===== config.mk =====
export PLATFORM = sky130hd
export DESIGN_NAME = rd_axi_master_flat
export DESIGN_NICKNAME = d
export VERILOG_FILES = /design/src/rtl/rd_axi_master_if.sv /design/src/rtl/rd_axi_master.sv /design/src/flat_wrapper.sv
export SDC_FILE = /design/constraint.sdc
export NUM_CORES = 1
export LEC_CHECK = 0
export ABC_CLOCK_PERIOD_IN_PS = 4600
export BUFFER_PORTS_ARGS = -buffer_cell sky130_fd_sc_hd__buf_4
export CORE_AREA = 2 2 237 239
export DETAILED_ROUTE_END_ITERATION = 7
export DIE_AREA = 0 0 239 241
export GPL_ROUTABILITY_DRIVEN = 0
export GPL_TIMING_DRIVEN = 0
export PLACE_DENSITY = 0.65
export SLEW_MARGIN = 10
export SYNTH_ARGS = -nofsm -noshare
export SYNTH_HDL_FRONTEND = slang
export SYNTH_SLANG_ARGS = --single-unit

===== constraint.sdc =====
create_clock -name ddr_clk -period 4.6 [get_ports ddr_clk]
set_clock_uncertainty 0.2 [all_clocks]
set_input_delay 0.23 -clock ddr_clk [delete_from_list [all_inputs] [get_ports ddr_clk]]
set_output_delay 0.23 -clock ddr_clk [all_outputs]
set_load 0.01 [all_outputs]

===== src/rtl/rd_axi_master_if.sv =====
// AXI read-channel bundle (AR + R) between the DDR read master and the memory slave.
interface rd_axi_master_if #(
  parameter int ADDR_WIDTH = 27,
  parameter int DQ_WIDTH   = 32
);
  logic [ADDR_WIDTH-1:0] axi_araddr;
  logic [7:0]            axi_arlen;
  logic [3:0]            axi_arid;
  logic                  axi_arvalid;
  logic                  axi_arready;
  logic [8*DQ_WIDTH-1:0] axi_rdata;
  logic [1:0]            axi_rresp;
  logic                  axi_rlast;
  logic                  axi_rvalid;
  logic                  axi_rready;

  modport master (
    output axi_araddr, axi_arlen, axi_arid, axi_arvalid, axi_rready,
    input  axi_arready, axi_rdata, axi_rresp, axi_rlast, axi_rvalid
  );

  modport slave (
    input  axi_araddr, axi_arlen, axi_arid, axi_arvalid, axi_rready,
    output axi_arready, axi_rdata, axi_rresp, axi_rlast, axi_rvalid
  );
endinterface


===== src/rtl/rd_axi_master.sv =====
// DDR read request front-end: splits a (start, length) request into AXI read bursts
// and streams the returned beats out with a one-cycle registered latency.
//
// state | meaning
// IDLE  | waiting for a valid active slot
// ADDR  | AR presented, held until arready
// DATA  | accepting R beats of the current burst
// DONE  | pulse ddr_rdone, free active slot, promote pending slot
module rd_axi_master #(
  parameter int         ADDR_WIDTH = 27,
  parameter int         DQ_WIDTH   = 32,
  parameter int         LEN_WIDTH  = 16,
  parameter int         BURST_MAX  = 16,
  parameter logic [3:0] AXI_ID     = 4'd0
) (
  input  logic                  ddr_clk,
  input  logic                  ddr_rst,
  input  logic                  ddr_rreq,
  input  logic [ADDR_WIDTH-1:0] ddr_raddr,
  input  logic [LEN_WIDTH-1:0]  ddr_rd_len,
  output logic [8*DQ_WIDTH-1:0] ddr_rdata,
  output logic                  ddr_rdata_en,
  output logic                  ddr_rdone,
  output logic                  req_ovf,
  output logic                  rd_err,
  rd_axi_master_if.master       axi
);

  typedef enum logic [1:0] {IDLE, ADDR, DATA, DONE} state_t;

  localparam logic [ADDR_WIDTH-1:0] BEAT_STEP   = ADDR_WIDTH'(8);
  localparam logic [LEN_WIDTH:0]    BURST_MAX_W = (LEN_WIDTH+1)'(BURST_MAX);

  state_t                state_q, state_d;
  logic                  act_valid_q, act_valid_d;
  logic [ADDR_WIDTH-1:0] act_addr_q, act_addr_d;
  logic [LEN_WIDTH-1:0]  act_len_q, act_len_d;
  logic                  pend_valid_q, pend_valid_d;
  logic [ADDR_WIDTH-1:0] pend_addr_q, pend_addr_d;
  logic [LEN_WIDTH-1:0]  pend_len_q, pend_len_d;
  logic [ADDR_WIDTH-1:0] cur_addr_q, cur_addr_d;
  logic [LEN_WIDTH-1:0]  remaining_q, remaining_d;
  logic                  arvalid_q, arvalid_d;
  logic [ADDR_WIDTH-1:0] araddr_q, araddr_d;
  logic [7:0]            arlen_q, arlen_d;
  logic                  rready_q, rready_d;
  logic                  rdone_q, rdone_d;
  logic [8*DQ_WIDTH-1:0] rdata_q, rdata_d;
  logic                  rdata_en_q, rdata_en_d;
  logic                  req_ovf_q, req_ovf_d;
  logic                  rd_err_q, rd_err_d;
  logic                  beat_fire;

  function automatic logic [7:0] burst_arlen(input logic [LEN_WIDTH-1:0] rem);
    logic [LEN_WIDTH:0] beats;
    beats = ({1'b0, rem} > BURST_MAX_W) ? BURST_MAX_W : {1'b0, rem};
    beats = beats - (LEN_WIDTH+1)'(1);
    return 8'(beats);
  endfunction

  assign beat_fire = axi.axi_rvalid && rready_q;

  always_comb begin
    state_d      = state_q;
    act_valid_d  = act_valid_q;
    act_addr_d   = act_addr_q;
    act_len_d    = act_len_q;
    pend_valid_d = pend_valid_q;
    pend_addr_d  = pend_addr_q;
    pend_len_d   = pend_len_q;
    cur_addr_d   = cur_addr_q;
    remaining_d  = remaining_q;
    arvalid_d    = arvalid_q;
    araddr_d     = araddr_q;
    arlen_d      = arlen_q;
    rready_d     = rready_q;
    rdone_d      = 1'b0;
    req_ovf_d    = req_ovf_q;
    rdata_en_d   = beat_fire;
    rdata_d      = beat_fire ? axi.axi_rdata : rdata_q;
    rd_err_d     = rd_err_q | (beat_fire && (axi.axi_rresp != 2'b00));

    case (state_q)
      IDLE: begin
        if (act_valid_q) begin
          cur_addr_d  = act_addr_q;
          remaining_d = act_len_q;
          if (act_len_q != '0) begin
            state_d   = ADDR;
            arvalid_d = 1'b1;
            araddr_d  = act_addr_q;
            arlen_d   = burst_arlen(act_len_q);
          end else begin
            state_d = DONE;
          end
        end
      end
      ADDR: begin
        if (axi.axi_arready) begin
          arvalid_d = 1'b0;
          rready_d  = 1'b1;
          state_d   = DATA;
        end
      end
      DATA: begin
        if (beat_fire) begin
          cur_addr_d  = cur_addr_q + BEAT_STEP;
          remaining_d = (remaining_q != '0) ? remaining_q - LEN_WIDTH'(1) : '0;
          // rlast always closes the burst; any shortfall rolls into the next AR
          if (axi.axi_rlast) begin
            rready_d = 1'b0;
            if (remaining_d != '0) begin
              state_d   = ADDR;
              arvalid_d = 1'b1;
              araddr_d  = cur_addr_d;
              arlen_d   = burst_arlen(remaining_d);
            end else begin
              state_d = DONE;
            end
          end
        end
      end
      DONE: begin
        rdone_d      = 1'b1;
        act_valid_d  = pend_valid_q;
        act_addr_d   = pend_addr_q;
        act_len_d    = pend_len_q;
        pend_valid_d = 1'b0;
        state_d      = IDLE;
      end
      default: state_d = IDLE;
    endcase

    // Intake sees the slots after any DONE promotion in the same cycle
    if (ddr_rreq) begin
      if (!act_valid_d) begin
        act_valid_d = 1'b1;
        act_addr_d  = ddr_raddr;
        act_len_d   = ddr_rd_len;
      end else if (!pend_valid_d) begin
        pend_valid_d = 1'b1;
        pend_addr_d  = ddr_raddr;
        pend_len_d   = ddr_rd_len;
      end else begin
        req_ovf_d = 1'b1;
      end
    end
  end

  always_ff @(posedge ddr_clk) begin
    if (ddr_rst) begin
      state_q      <= IDLE;
      act_valid_q  <= 1'b0;
      act_addr_q   <= '0;
      act_len_q    <= '0;
      pend_valid_q <= 1'b0;
      pend_addr_q  <= '0;
      pend_len_q   <= '0;
      cur_addr_q   <= '0;
      remaining_q  <= '0;
      arvalid_q    <= 1'b0;
      araddr_q     <= '0;
      arlen_q      <= '0;
      rready_q     <= 1'b0;
      rdone_q      <= 1'b0;
      rdata_q      <= '0;
      rdata_en_q   <= 1'b0;
      req_ovf_q    <= 1'b0;
      rd_err_q     <= 1'b0;
    end else begin
      state_q      <= state_d;
      act_valid_q  <= act_valid_d;
      act_addr_q   <= act_addr_d;
      act_len_q    <= act_len_d;
      pend_valid_q <= pend_valid_d;
      pend_addr_q  <= pend_addr_d;
      pend_len_q   <= pend_len_d;
      cur_addr_q   <= cur_addr_d;
      remaining_q  <= remaining_d;
      arvalid_q    <= arvalid_d;
      araddr_q     <= araddr_d;
      arlen_q      <= arlen_d;
      rready_q     <= rready_d;
      rdone_q      <= rdone_d;
      rdata_q      <= rdata_d;
      rdata_en_q   <= rdata_en_d;
      req_ovf_q    <= req_ovf_d;
      rd_err_q     <= rd_err_d;
    end
  end

  assign ddr_rdata       = rdata_q;
  assign ddr_rdata_en    = rdata_en_q;
  assign ddr_rdone       = rdone_q;
  assign req_ovf         = req_ovf_q;
  assign rd_err          = rd_err_q;
  assign axi.axi_araddr  = araddr_q;
  assign axi.axi_arlen   = arlen_q;
  assign axi.axi_arid    = AXI_ID;
  assign axi.axi_arvalid = arvalid_q;
  assign axi.axi_rready  = rready_q;

endmodule


===== src/flat_wrapper.sv =====
// flat-port wrapper written by rule: the top's interface ports become plain ports
module rd_axi_master_flat 
#(
  parameter int         ADDR_WIDTH = 27,
  parameter int         DQ_WIDTH   = 32,
  parameter int         LEN_WIDTH  = 16,
  parameter int         BURST_MAX  = 16,
  parameter logic [3:0] AXI_ID     = 4'd0
)
  (ddr_clk, ddr_rst, ddr_rreq, ddr_raddr, ddr_rd_len, ddr_rdata, ddr_rdata_en, ddr_rdone, req_ovf, rd_err, axi_axi_araddr, axi_axi_arlen, axi_axi_arid, axi_axi_arvalid, axi_axi_rready, axi_axi_arready, axi_axi_rdata, axi_axi_rresp, axi_axi_rlast, axi_axi_rvalid);
  rd_axi_master_if #(.ADDR_WIDTH(ADDR_WIDTH), .DQ_WIDTH(DQ_WIDTH)) axi_i ();
  input  logic ddr_clk;
  input  logic ddr_rst;
  input  logic ddr_rreq;
  input  logic [ADDR_WIDTH-1:0] ddr_raddr;
  input  logic [LEN_WIDTH-1:0] ddr_rd_len;
  output logic [8*DQ_WIDTH-1:0] ddr_rdata;
  output logic ddr_rdata_en;
  output logic ddr_rdone;
  output logic req_ovf;
  output logic rd_err;
  output wire logic [$bits(axi_i.axi_araddr)-1:0] axi_axi_araddr;
  output wire logic [$bits(axi_i.axi_arlen)-1:0] axi_axi_arlen;
  output wire logic [$bits(axi_i.axi_arid)-1:0] axi_axi_arid;
  output wire logic [$bits(axi_i.axi_arvalid)-1:0] axi_axi_arvalid;
  output wire logic [$bits(axi_i.axi_rready)-1:0] axi_axi_rready;
  input wire logic [$bits(axi_i.axi_arready)-1:0] axi_axi_arready;
  input wire logic [$bits(axi_i.axi_rdata)-1:0] axi_axi_rdata;
  input wire logic [$bits(axi_i.axi_rresp)-1:0] axi_axi_rresp;
  input wire logic [$bits(axi_i.axi_rlast)-1:0] axi_axi_rlast;
  input wire logic [$bits(axi_i.axi_rvalid)-1:0] axi_axi_rvalid;
  assign axi_axi_araddr = axi_i.axi_araddr;
  assign axi_axi_arlen = axi_i.axi_arlen;
  assign axi_axi_arid = axi_i.axi_arid;
  assign axi_axi_arvalid = axi_i.axi_arvalid;
  assign axi_axi_rready = axi_i.axi_rready;
  assign axi_i.axi_arready = axi_axi_arready;
  assign axi_i.axi_rdata = axi_axi_rdata;
  assign axi_i.axi_rresp = axi_axi_rresp;
  assign axi_i.axi_rlast = axi_axi_rlast;
  assign axi_i.axi_rvalid = axi_axi_rvalid;
  rd_axi_master #(.ADDR_WIDTH(ADDR_WIDTH), .DQ_WIDTH(DQ_WIDTH), .LEN_WIDTH(LEN_WIDTH), .BURST_MAX(BURST_MAX), .AXI_ID(AXI_ID)) u_core (.ddr_clk(ddr_clk), .ddr_rst(ddr_rst), .ddr_rreq(ddr_rreq), .ddr_raddr(ddr_raddr), .ddr_rd_len(ddr_rd_len), .ddr_rdata(ddr_rdata), .ddr_rdata_en(ddr_rdata_en), .ddr_rdone(ddr_rdone), .req_ovf(req_ovf), .rd_err(rd_err), .axi(axi_i));
endmodule

### After elaboration in Yosys (flattened, before gate mapping)

Index checks and enable logic that the tools add are counted.

| cells by class | value |
|---|---|
| $add $sub $neg | 4 |
| magnitude comparators | 2 |
| eq/ne operators | 9 |
| mux-type cells | 51 |
| bitwise gates (word level) | 2 |
| reduce and logical (&&, ||, !) cells | 17 |

Operator list:

| kind | count |
|---|---|
| $mux W27 | 10 |
| $pmux W27 S2 | 2 |
| $mux W16 | 6 |
| $mux W8 | 7 |
| $reduce_bool A16 Y1 | 3 |
| $gt A16 B5 Y1 const B | 2 |
| $pmux W16 S2 | 1 |
| $add A27 B4 Y27 const B | 1 |
| $pmux W8 S2 | 1 |
| $sub A16 B1 Y16 const B | 1 |
| $sub A8 B1 Y8 const B | 2 |
| $mux W1 | 15 |
| $mux W2 | 6 |
| $reduce_and A3 Y1 | 3 |
| $ne A2 B1 Y1 const B | 4 |
| $pmux W2 S4 | 1 |
| $reduce_and A4 Y1 | 2 |
| $reduce_and A7 Y1 | 1 |
| $reduce_and A6 Y1 | 1 |
| $reduce_bool A2 Y1 | 3 |
| $eq A2 B2 Y1 const B | 2 |
| $ne A2 B2 Y1 const B | 2 |
| $pmux W1 S3 | 1 |
| $reduce_bool A3 Y1 | 1 |
| other kinds (6) | 7 |

| storage, ports and cells | value |
|---|---|
| register bits after elaboration | 430 |
| input port bits | 307 |
| output and inout port bits | 301 |
| word-level logic and storage cells | 103 |

### Logic depth before layout (Yosys ltp)

Gate-level depths: netlist (run 1).

| depth | value |
|---|---|
| word-level depth | 9 |
| gate-level depth with buffers | 16 |
| depth with buffers taken out | 14 |

### Worst setup path after synthesis (run 1)

OpenSTA, ideal clock, no wires.

| timing | value |
|---|---|
| kind | flip-flop to flip-flop |
| from | reg u_core.remaining_q[0] |
| to | reg u_core.arlen_q[4], in the netlist u_core.axi.axi_arlen[4] |
| library setup time | 0.079 ns |
| data arrival time | 3.102 ns |
| required time | 4.321 ns |
| setup slack | 1.218 ns |
| cell stages (with the launch flop) | 16 |
| path buffers | 2 |
| period minus slack after synthesis | 3.382 ns |
| cell sequence | dfxtp_1 buf_2 inv_1 ha_1 clkbuf_1 or4b_2 nor4_1 a211oi_1 nor2_1 nand3_1 o31a_1 ha_1 inv_1 a311oi_2 xor2_1 a211oi_2 |

| between the ends | value |
|---|---|
| word-level cells in the longest chain between the ends | 9 |
| elaborated cells between the ends (all ways) | 13 |
| classes of those cells | add/sub: 2; order compare: 1; eq/ne: 1; mux: 6; reduce/logical: 3 |

Ends and longest elaborated chain:

| element | line | RTL |
|---|---|---|
| start: declaration | rd_axi_master.sv:42 | `logic [LEN_WIDTH-1:0] remaining_q, remaining_d;` |
| start signal: assignment | rd_axi_master.sv:179 | `remaining_q <= remaining_d;` |
| $sub A16 B1 Y16 or $reduce_bool A16 Y1 (tied branches) | rd_axi_master.sv:108 | `remaining_d = (remaining_q != '0) ? remaining_q - LEN_WIDTH'(1) : '0;` |
| $mux W16 (*) | rd_axi_master.sv:108 |  |
| $gt A16 B5 Y1 | rd_axi_master.sv:56 | `beats = ({1'b0, rem} > BURST_MAX_W) ? BURST_MAX_W : {1'b0, rem};` |
| $mux W8 | rd_axi_master.sv:56 |  |
| $sub A8 B1 Y8 | rd_axi_master.sv:57 | `beats = beats - (LEN_WIDTH+1)'(1);` |
| $mux W8 | rd_axi_master.sv:112 | `if (remaining_d != '0) begin` |
| $mux W8 | rd_axi_master.sv:110 | `if (axi.axi_rlast) begin` |
| $mux W8 | rd_axi_master.sv:106 | `if (beat_fire) begin` |
| $pmux W8 S2 | rd_axi_master.sv:83 | `case (state_q)` |
| end signal: assignment | rd_axi_master.sv:182 | `arlen_q <= arlen_d;` |
| end: declaration | rd_axi_master.sv:45 | `logic [7:0] arlen_q, arlen_d;` |

Every way passes the cells marked *; elsewhere a longest branch is shown, timed or not. The select of a mux whose other input is x is not followed.
A chain may end at the register's enable or synchronous reset.

### Worst setup path in the final report (run 1)

| timing | value |
|---|---|
| from | reg u_core.remaining_q[0] |
| to | reg u_core.araddr_q[22], in the netlist u_core.axi.axi_araddr[22] |

| between the ends | value |
|---|---|
| word-level cells in the longest chain between the ends | 5 |
| elaborated cells between the ends (all ways) | 6 |
| classes of those cells | add/sub: 1; eq/ne: 1; mux: 1; reduce/logical: 3 |

Ends and longest elaborated chain:

| element | line | RTL |
|---|---|---|
| $sub A16 B1 Y16 or $reduce_bool A16 Y1 (tied branches) | rd_axi_master.sv:108 |  |
| $mux W16 (*) | rd_axi_master.sv:108 |  |
| $reduce_bool A16 Y1 (*) | rd_axi_master.sv:112 |  |
| $ne A2 B1 Y1 (no line) (*) | n/a |  |
| $reduce_and A6 Y1 (no line) (*) | n/a |  |
| end signal: assignment | rd_axi_master.sv:181 | `araddr_q <= araddr_d;` |
| end: declaration | rd_axi_master.sv:44 | `logic [ADDR_WIDTH-1:0] araddr_q, araddr_d;` |

Every way passes the cells marked *; elsewhere a longest branch is shown, timed or not.

==> qor.csv, run 1 <==
metric,value,unit
drc_errors,0,
start_util,30.8,%
synth_cell_types,64,
postRouteAntennaNets,0,
multi_input_area,7560,µm²
maxCapViolCount,0,
clockPowerShare,41.1,%
final_core_util,49.2,%
numPortBuffers,602,
synth-seq-cells,430,
arrival,4290,ps
p_int,6810,µW
synth_commonest_cells,"nand2_1 (808), dfxtp_1 (430), a21oi_1 (364)",
p_leak,0.0107,µW
yosysWarnings,0,
syn-cell-area,16900,µm²
ys.flop_type,dfxtp_1,
rows,86,
relSlewSlack,14.2,%
ir_worst_vdd,0.000283,V
crit_path_end_kind,register,
drive_above_1_share,22.1,%
cts-root-buf,clkbuf_16,
die_y,241,µm
dp_hpwl,55000,µm
synthTopCellsByArea,"dfxtp_1 (51%), nand2_1 (18%), a21oi_1 (11%)",
cts_made_buffers,48,
nets,3482,
hold_viol_final,0,
die_w,239,µm
grt_first_pass_wirelength,111000,µm
tightest_slew,1290,ps
synth-async-reset-ratio,0,%
grt_use_total,25.0,%
antenna_found_initial,5,
slew_viol_final,0,
synth_edf_count,0,
vias,19400,
synth_top_area_cell,dfxtp_1,
netlist_instances,2206,
switching_share,26.8,%
synth_top_area_share,50.9,%
synth_most_common_cell,nand2_1,
cts.sinks,430,
gr-total-overflow,0,
grt_max_degree,14,
fin_setup_tns,0,ps
critPathLaunchType,register,
power.density,345,nW/µm²
cts_tree,yes,
ioPinCount,608,
hold_path.class,in2reg,
grt_pass1_vias,19100,
setup_violations,0,
p_seq_share,42.9,%
wl_per_cell,19.4,µm
rsz0062_at_grt,false,
timing.final.crit_period,3980,ps
crit_required,4910,ps
timing.fmax,251,MHz
post-route-period-util,86.5,%
core_area,54900,µm²
drt_pass1_iterations,5,
p_comb_share,16.0,%
crit_type,reg2reg,
clock_latency,570,ps
cts_resized,0,
outcome,finished clean,
synth_area_per_cell,7.67,µm²
syn2layout_area_growth,59.5,%
clock_path_buffers,3,
vias_per_cell,4.96,
critPathMaxFanout,10,
clk_pin_slew_worst_paths,60,ps
drtIter0Drc,1212,
die_area,57600,µm²
power.switching,2490,µW
htree_levels,2,
seq_area,8610,µm²
nFillCells,5254,
wirelength,76000,µm
ys_seq_area_share,50.9,%
==> cell type report <==
| class | count | share of cell area [%] |
|---|---|---|
| clock buffer | 72 | 5.16 |
| sequential | 430 | 31.9 |
| buffer | 178 | 2.70 |
| inverter | 10 | 0.139 |
| timing repair buffer | 912 | 28.2 |
| multi-input combinational | 1591 | 28.0 |
| clock inverter | 13 | 0.579 |
| tap | 704 | 3.26 |
| antenna | 5 | 0.0463 |
==> worst max-delay path: stages, from the launching register on <==
cell and delay [ps]:
dfxtp_1 300, buf_2 230, inv_1 120, ha_1 220, clkbuf_1 230, or4b_2 660, nor4_1 190, a211oi_1 150
nor4_4 350, a21oi_4 110, o31ai_4 470, buf_2 420, nand2_1 100, a21oi_1 150
==> registers in the layout (all words and copies together) (netlist names), 2 cells and up <==
name                   count
u_core.act_addr_q         27
u_core.pend_len_q         16
u_core.ddr_rdata         256
u_core.act_len_q          16
u_core.state_q             2
u_core.cur_addr_q         27
u_core.axi.axi_arlen       8
u_core.remaining_q        16
u_core.axi.axi_araddr     27
u_core.pend_addr_q        27
==> logic make-up after synthesis <==
kind of cell,count (synthesis),share of synthesized area [%]
other cells,1,0.0222
simple gates,1039,25.0
buf+inv,188,4.52
xor+xnor,31,1.60
flops,430,50.9
compound gates,504,17.1
mux,9,0.532
fa+ha+maj,4,0.296
==> placed cells by master, fill, tap and decap left out, drive strengths merged, types with 8 or more instances in the layout <==
master       synthesis  routed
a211oi              13      13
clkbuf             153     225
nor2               102     102
o21ai               43      43
xor2                18      18
dfxtp              430     430
xnor2               13      13
nand4                8       8
a21oi              365     365
nand2              808     808
nor3                18      18
buf                 25     627
a311oi              48      48
mux2i                9       9
dlygate4sd3          0     310
inv                 10      13
nand3               54      54
==> per-layer routing <==
| layer | part of all wire (%) | global-route usage [%] |
|---|---|---|
| met3 | 8.8 | 7.31 |
| met5 | 0.022 | 0 |
| met2 | 47 | 40.8 |
| met4 | 3.9 | 11.2 |
| met1 | 40 | 30.4 |
==> power groups by stage <==
stage / clock [µW] / sequential [µW] / combinational (µW)
2_1_floorplan: 0 / 4060 / 613
3_3_place_gp: 0 / 4060 / 1230
3_5_place_dp: 0 / 4060 / 1240
4_1_cts: 3900 / 3980 / 1470
5_1_grt: 4040 / 4000 / 1610
6_report: 3830 / 3990 / 1490
==> worst paths after layout <==
path / startpoint / endpoint / slack, ps / depth (start not counted)
setup / recovery: u_core.remaining_q[0] / u_core.axi.axi_araddr[22] / 620 / 13
hold / removal: axi_axi_rdata[64] / u_core.ddr_rdata[64] / 250 / 4
setup reg to reg: u_core.remaining_q[0] / u_core.axi.axi_araddr[22] / 620 / 13
hold reg to reg: u_core.rd_err / u_core.rd_err / 250 / 2
==> what timing repair did <==
| action | CTS | global route |
|---|---|---|
| endpoints found under the hold margin | 350 | 0 |
| hold buffers | 310 | 0 |
| buffers inserted | 0 | 0 |
==> stage by stage <==
step / std cells / total power (µW) / hold WS (ps) / setup WS [ps] / cell area, µm²
after floorplan: 2209 / 4680 / 159 / 1220 / 16900
after global placement: 3515 / 5290 / 242 / 652 / 22300
after detailed placement: 3515 / 5300 / 242 / 641 / 22300
after CTS: 3910 / 9350 / 194 / 618 / 27000
after global routing: 3913 / 9650 / 232 / 274 / 27000
final: 3915 / 9300 / 248 / 620 / 27000
Note: power is estimated with default switching activity, not from simulation.
==> run 2: changes to the inputs <==
--- a/config.mk
+++ b/config.mk
@@ -12,7 +12,7 @@
 export DIE_AREA = 0 0 239 241
 export GPL_ROUTABILITY_DRIVEN = 0
 export GPL_TIMING_DRIVEN = 0
-export PLACE_DENSITY = 0.65
+export PLACE_DENSITY = 0.63
 export SLEW_MARGIN = 10
 export SYNTH_ARGS = -nofsm -noshare
 export SYNTH_HDL_FRONTEND = slang
==> run 2 against run 1 <==
Die area is the same. Register-to-register slack got worse by 40 ps. Global-route usage fell by 0.97 points. Wire length decreased by 2.8%. Fmax is 1.1% lower. Worst setup slack worse by 43 ps. Non-clock buffer count is 2 lower. Design area rose by 0.19%. Critical path depth unchanged. Combinational power is essentially flat. Worst hold slack worse by 25 ps. First-iteration DRC count grew 8.7%.
==> qor.csv, run 2 (same netlist as run 1, synthesis figures left out) <==
metric,value,unit,change
hold_viol_final,0,,unchanged
die_w,239,µm,unchanged
finalInstanceArea,27000,µm²,+0.19%
dp_hpwl,53900,µm,-1.9%
whs,223,ps,-24.9 ps
ioPinCount,608,,unchanged
tightest_slew,1270,ps,-12.3 ps
die_area,57600,µm²,unchanged
postRouteAntennaNets,0,,unchanged
antenna_found_initial,3,,-2
drt_pass1_iterations,7,,+2
rows,86,,unchanged
multi_input_area,7560,µm²,unchanged
syn2layout_area_growth,59.8,%,
outcome,finished clean,,
timing.final.crit_period,4020,ps,+42.8 ps
fin_setup_tns,0,ps,unchanged
crit_type,reg2reg,,
grt_first_pass_wirelength,107000,µm,-4.0%
relSlewSlack,15.0,%,+0.82 points
setup_violations,0,,unchanged
drive_above_1_share,22.3,%,+0.16 points
ir_worst_vdd,0.000283,V,about the same
cts_resized,0,,unchanged
grt_pass1_vias,18200,,-4.7%
numPortBuffers,602,,unchanged
gr-total-overflow,0,,unchanged
wl_per_cell,18.8,µm,-2.9%
final_cell_mix,"nand2_1 (808), buf_4 (608), dfxtp_1 (430), a21oi_1 (364), dlygate4sd3_1 (308)",,
final_common_cell,nand2_1,,
ctsHoldBuffers,308,,-0.65%
crit_path_end_kind,register,,
nFillCells,5156,,-1.9%
cts_tree,yes,,
wirelength,73800,µm,-2.8%
p_leak,0.0107,µW,+0.19%
nets,3481,,-0.029%
cts_made_buffers,49,,+2.1%
grt_max_degree,14,,unchanged
core_area,54900,µm²,unchanged
htree_levels,2,,unchanged
start_util,30.8,%,unchanged
cts-root-buf,clkbuf_16,,
clock_latency,600,ps,+30 ps
power.density,348,nW/µm²,+0.91%
maxCapViolCount,0,,unchanged
critPathMaxFanout,10,,unchanged
cts.sinks,430,,unchanged
drc_errors,0,,unchanged
rsz0062_at_grt,false,,
critPathLaunchType,register,,
vias,19200,,-1.3%
crit_required,4910,ps,about the same
slew_viol_final,0,,unchanged
clk_pin_slew_worst_paths,60,ps,about the same
largest_reg_flops,256,,unchanged
power.total,9410,µW,+1.1%
timing.fmax,249,MHz,-1.1%
die_y,241,µm,unchanged
arrival,4330,ps,+40 ps
place_area,22300,µm²,unchanged
drtIter0Drc,1318,,+8.7%
hold_path.class,in2reg,,
seq_area,8610,µm²,unchanged
post-route-period-util,87.5,%,+0.93 points
grt_use_total,24.0,%,-0.97 points
vias_per_cell,4.90,,-1.3%
clock_path_buffers,3,,unchanged
cts_setup_buffers,0,,unchanged
run 2: changes by cell type in the layout (fill, tap and decap cells not counted), moves of 2 or more:
cell,before,now
clkinv_8,0,2
clkbuf_8,8,10
clkinvlp_4,2,5
inv_6,3,1
diode_2,5,2
clkinv_4,0,2
dlygate4sd3_1,310,308
run 2: through the flow:
| stage | util (%) | setup WS [ps] | cells |
|---|---|---|---|
| after floorplan | - | 1220 | 2209 |
| after detailed placement | 40.7 | 667 | 3515 |
| after global routing | 49.3 | 389 | 3916 |
| final | 49.3 | 577 | 3916 |
| after CTS | 49.3 | 670 | 3914 |
| after global placement | 40.7 | 695 | 3515 |
run 2: worst paths after layout:
kind	from	end	slack, ps	depth (start not counted)
worst max-delay path	u_core.remaining_q[0]	u_core.axi.axi_araddr[23]	580	13
worst min-delay path	axi_axi_rdata[237]	u_core.ddr_rdata[237]	220	4
worst max register to register	u_core.remaining_q[0]	u_core.axi.axi_araddr[23]	580	13
worst min register to register	u_core.ddr_rdata[60]	u_core.ddr_rdata[60]	250	2
run 2: per-layer routing:
layer  vias to the layer above  part of all wire [%]  track usage [%]
met5                         -                 0.018                0
met4                         2                   3.3             8.66
met3                       139                   7.5             5.73
met2                       782                    47             40.2
met1                      8963                    42             30.1
li1                       9295                     -                -
run 2: layout make-up:
| type | count | share of cell area (%) |
|---|---|---|
| diodes | 2 | 0.0185 |
| plain buffers | 178 | 2.69 |
| clock buffers | 74 | 5.25 |
| clock inverters | 17 | 0.763 |
| inverters | 10 | 0.139 |
| multi-input cells | 1591 | 28.0 |
| flip-flops and latches | 430 | 31.8 |
| well taps | 704 | 3.26 |
| repair buffers | 910 | 28.1 |
run 2: worst max-delay path, stage by stage, from the launching register on:
cell,delay [ps]
dfxtp_1,300
buf_2,240
inv_1,130
ha_1,220
clkbuf_1,240
or4b_2,670
nor4_1,190
a211oi_1,130
nor4_4,360
a21oi_4,120
o31ai_4,480
buf_2,400
nand2_1,90
a21oi_1,150
run 2: report_power, final:
part           internal [µW]  switching, µW
clock network           2310           1630
registers               3870            115
logic                    685            791
total                   6870           2540
==> run 3: changes to the inputs <==
--- a/config.mk
+++ b/config.mk
@@ -5,7 +5,7 @@
 export SDC_FILE = /design/constraint.sdc
 export NUM_CORES = 1
 export LEC_CHECK = 0
-export ABC_CLOCK_PERIOD_IN_PS = 4600
+export ABC_CLOCK_PERIOD_IN_PS = 3710
 export BUFFER_PORTS_ARGS = -buffer_cell sky130_fd_sc_hd__buf_4
 export CORE_AREA = 2 2 237 239
 export DETAILED_ROUTE_END_ITERATION = 7
==> constraint.sdc (replaced) <==
create_clock -name ddr_clk -period 3.71 [get_ports ddr_clk]
set_clock_uncertainty 0.2 [all_clocks]
set_input_delay 0.1855 -clock ddr_clk [delete_from_list [all_inputs] [get_ports ddr_clk]]
set_output_delay 0.1855 -clock ddr_clk [all_outputs]
set_load 0.01 [all_outputs]
==> run 3 against run 2 <==
Total power is 24% higher. Worst setup slack worse by 420 ps. Fmax is 13% higher. Global-route usage is 0.073 points higher. Critical endpoint is now u_core.axi.axi_arlen[4]. Register-to-register slack worse by 420 ps. Via count hardly changed.
==> qor.csv, run 3 (same netlist as run 1, synthesis figures left out) <==
metric,value,unit,change
outcome,finished clean,,
cts_made_buffers,49,,unchanged
reg2reg_depth,14,,+1
grt_first_pass_wirelength,107000,µm,+0.32%
crit_required,4030,ps,-880 ps
cts-root-buf,clkbuf_16,,
numPortBuffers,602,,unchanged
die_area,57600,µm²,unchanged
start_util,30.8,%,unchanged
die_w,239,µm,unchanged
maxCapViolCount,0,,unchanged
crit_path_end_kind,register,,
place_area,22300,µm²,unchanged
p_leak,0.0107,µW,+0.29%
vias_per_cell,4.90,,about the same
final_common_cell,nand2_1,,
setup_violations,0,,unchanged
antenna_found_initial,3,,unchanged
power.total,11700,µW,+24%
core_area,54900,µm²,unchanged
clk_pin_slew_worst_paths,60,ps,about the same
clock_path_buffers,3,,unchanged
timing.fmax,282,MHz,+13%
critPathMaxFanout,11,,+1
drtIter0Drc,1382,,+4.9%
critPathLaunchType,register,,
cts.sinks,430,,unchanged
die_y,241,µm,unchanged
fin_setup_tns,0,ps,unchanged
crit_type,reg2reg,,
postRouteAntennaNets,0,,unchanged
seq_area,8610,µm²,about the same
htree_levels,2,,unchanged
drc_errors,0,,unchanged
vias,19200,,+0.036%
placedCellCount,3515,,unchanged
hold_path.class,in2reg,,
holdPathStages,4,,unchanged
gr-total-overflow,0,,unchanged
ir_worst_vdd,0.000352,V,+24%
nFillCells,5143,,-0.25%
multi_input_area,7610,µm²,+0.70%
power.density,431,nW/µm²,+24%
drive_above_1_share,22.6,%,+0.32 points
grt_pass1_vias,18200,,+0.15%
final_cell_mix,"nand2_1 (808), buf_4 (613), dfxtp_1 (429), a21oi_1 (364), dlygate4sd3_1 (308)",,
finalInstanceArea,27100,µm²,+0.32%
post-route-period-util,95.7,%,+8.3 points
wl_per_cell,18.8,µm,about the same
tightest_slew,1190,ps,-83.9 ps
drt_pass1_iterations,5,,-2
slew_viol_final,0,,unchanged
grt_max_degree,14,,unchanged
nets,3484,,+0.086%
cts_tree,yes,,
ioPinCount,608,,unchanged
arrival,3880,ps,-450 ps
clock_latency,600,ps,about the same
largest_reg_flops,256,,unchanged
whs,179,ps,-44.2 ps
rows,86,,unchanged
grt_use_total,24.1,%,+0.073 points
relSlewSlack,20.6,%,+5.6 points
rsz0062_at_grt,false,,
timing.final.crit_period,3550,ps,-471 ps
fin_cells,3919,,+0.077%
dp_hpwl,53900,µm,unchanged
syn2layout_area_growth,60.3,%,
hold_viol_final,0,,unchanged
wirelength,73800,µm,about the same
-- run 3: cell types whose count changed in the layout (fill, tap and decap cells not counted), sizes merged --
| cell | before | now |
|---|---|---|
| buf | 627 | 630 |
-- run 3: worst max-delay path: stages (launching register included) --
cell and delay (ps):
dfxtp_1 310, clkbuf_4 210, inv_1 130, ha_4 230, or4b_2 610, nor4_1 190, a211oi_1 140, nor2_1 260
nand3_2 160, o31a_1 290, ha_1 210, inv_1 70, a311oi_2 50, xor2_1 200, a211oi_2 240
-- run 3: timing repair --
action,in CTS,in global routing
buffers inserted,3,1
hold buffers,308,0
gates resized for setup,2,10
endpoints found under the hold margin,350,0
pin swaps,1,2
gates cloned,0,0
setup endpoints to repair,23,34
-- run 3: final timing paths --
kind	start	end	slack (ps)
worst max-delay path	u_core.remaining_q[0]	u_core.axi.axi_arlen[4]	160
worst min-delay path	axi_axi_rdata[237]	u_core.ddr_rdata[237]	180
worst max register to register	u_core.remaining_q[0]	u_core.axi.axi_arlen[4]	160
worst min register to register	u_core.ddr_rdata[60]	u_core.ddr_rdata[60]	250
-- run 3: report_power, final --
part | switching (µW) | total, µW | internal (µW)
clock network | 2020 | 4890 | 2860
logic | 987 | 1850 | 866
registers | 143 | 4950 | 4800
-- run 3: routing by layer --
layer | track usage (%) | vias to the layer above | part of all wire [%]
met5 | 0 | - | 0.018
met4 | 8.26 | 2 | 3.0
met3 | 5.82 | 140 | 8.2
met2 | 40.6 | 806 | 48
met1 | 30.1 | 8938 | 41
li1 | - | 9302 | -
-- run 3: final cells by class --
cell class | instances | area share (%)
clock buffer | 74 | 5.23
sequential | 430 | 31.7
clock inverter | 17 | 0.761
tap | 704 | 3.25
antenna | 2 | 0.0184
multi-input combinational | 1591 | 28.1
buffer | 177 | 2.69
inverter | 10 | 0.138
timing repair buffer | 914 | 28.1
-- run 3: through the flow --
step	setup slack (ps)	util, %
global route	2.62	49.4
finish	158	49.4
global placement	-195	40.7
CTS	1.75	49.3
floorplan	328	-
detailed placement	-223	40.7
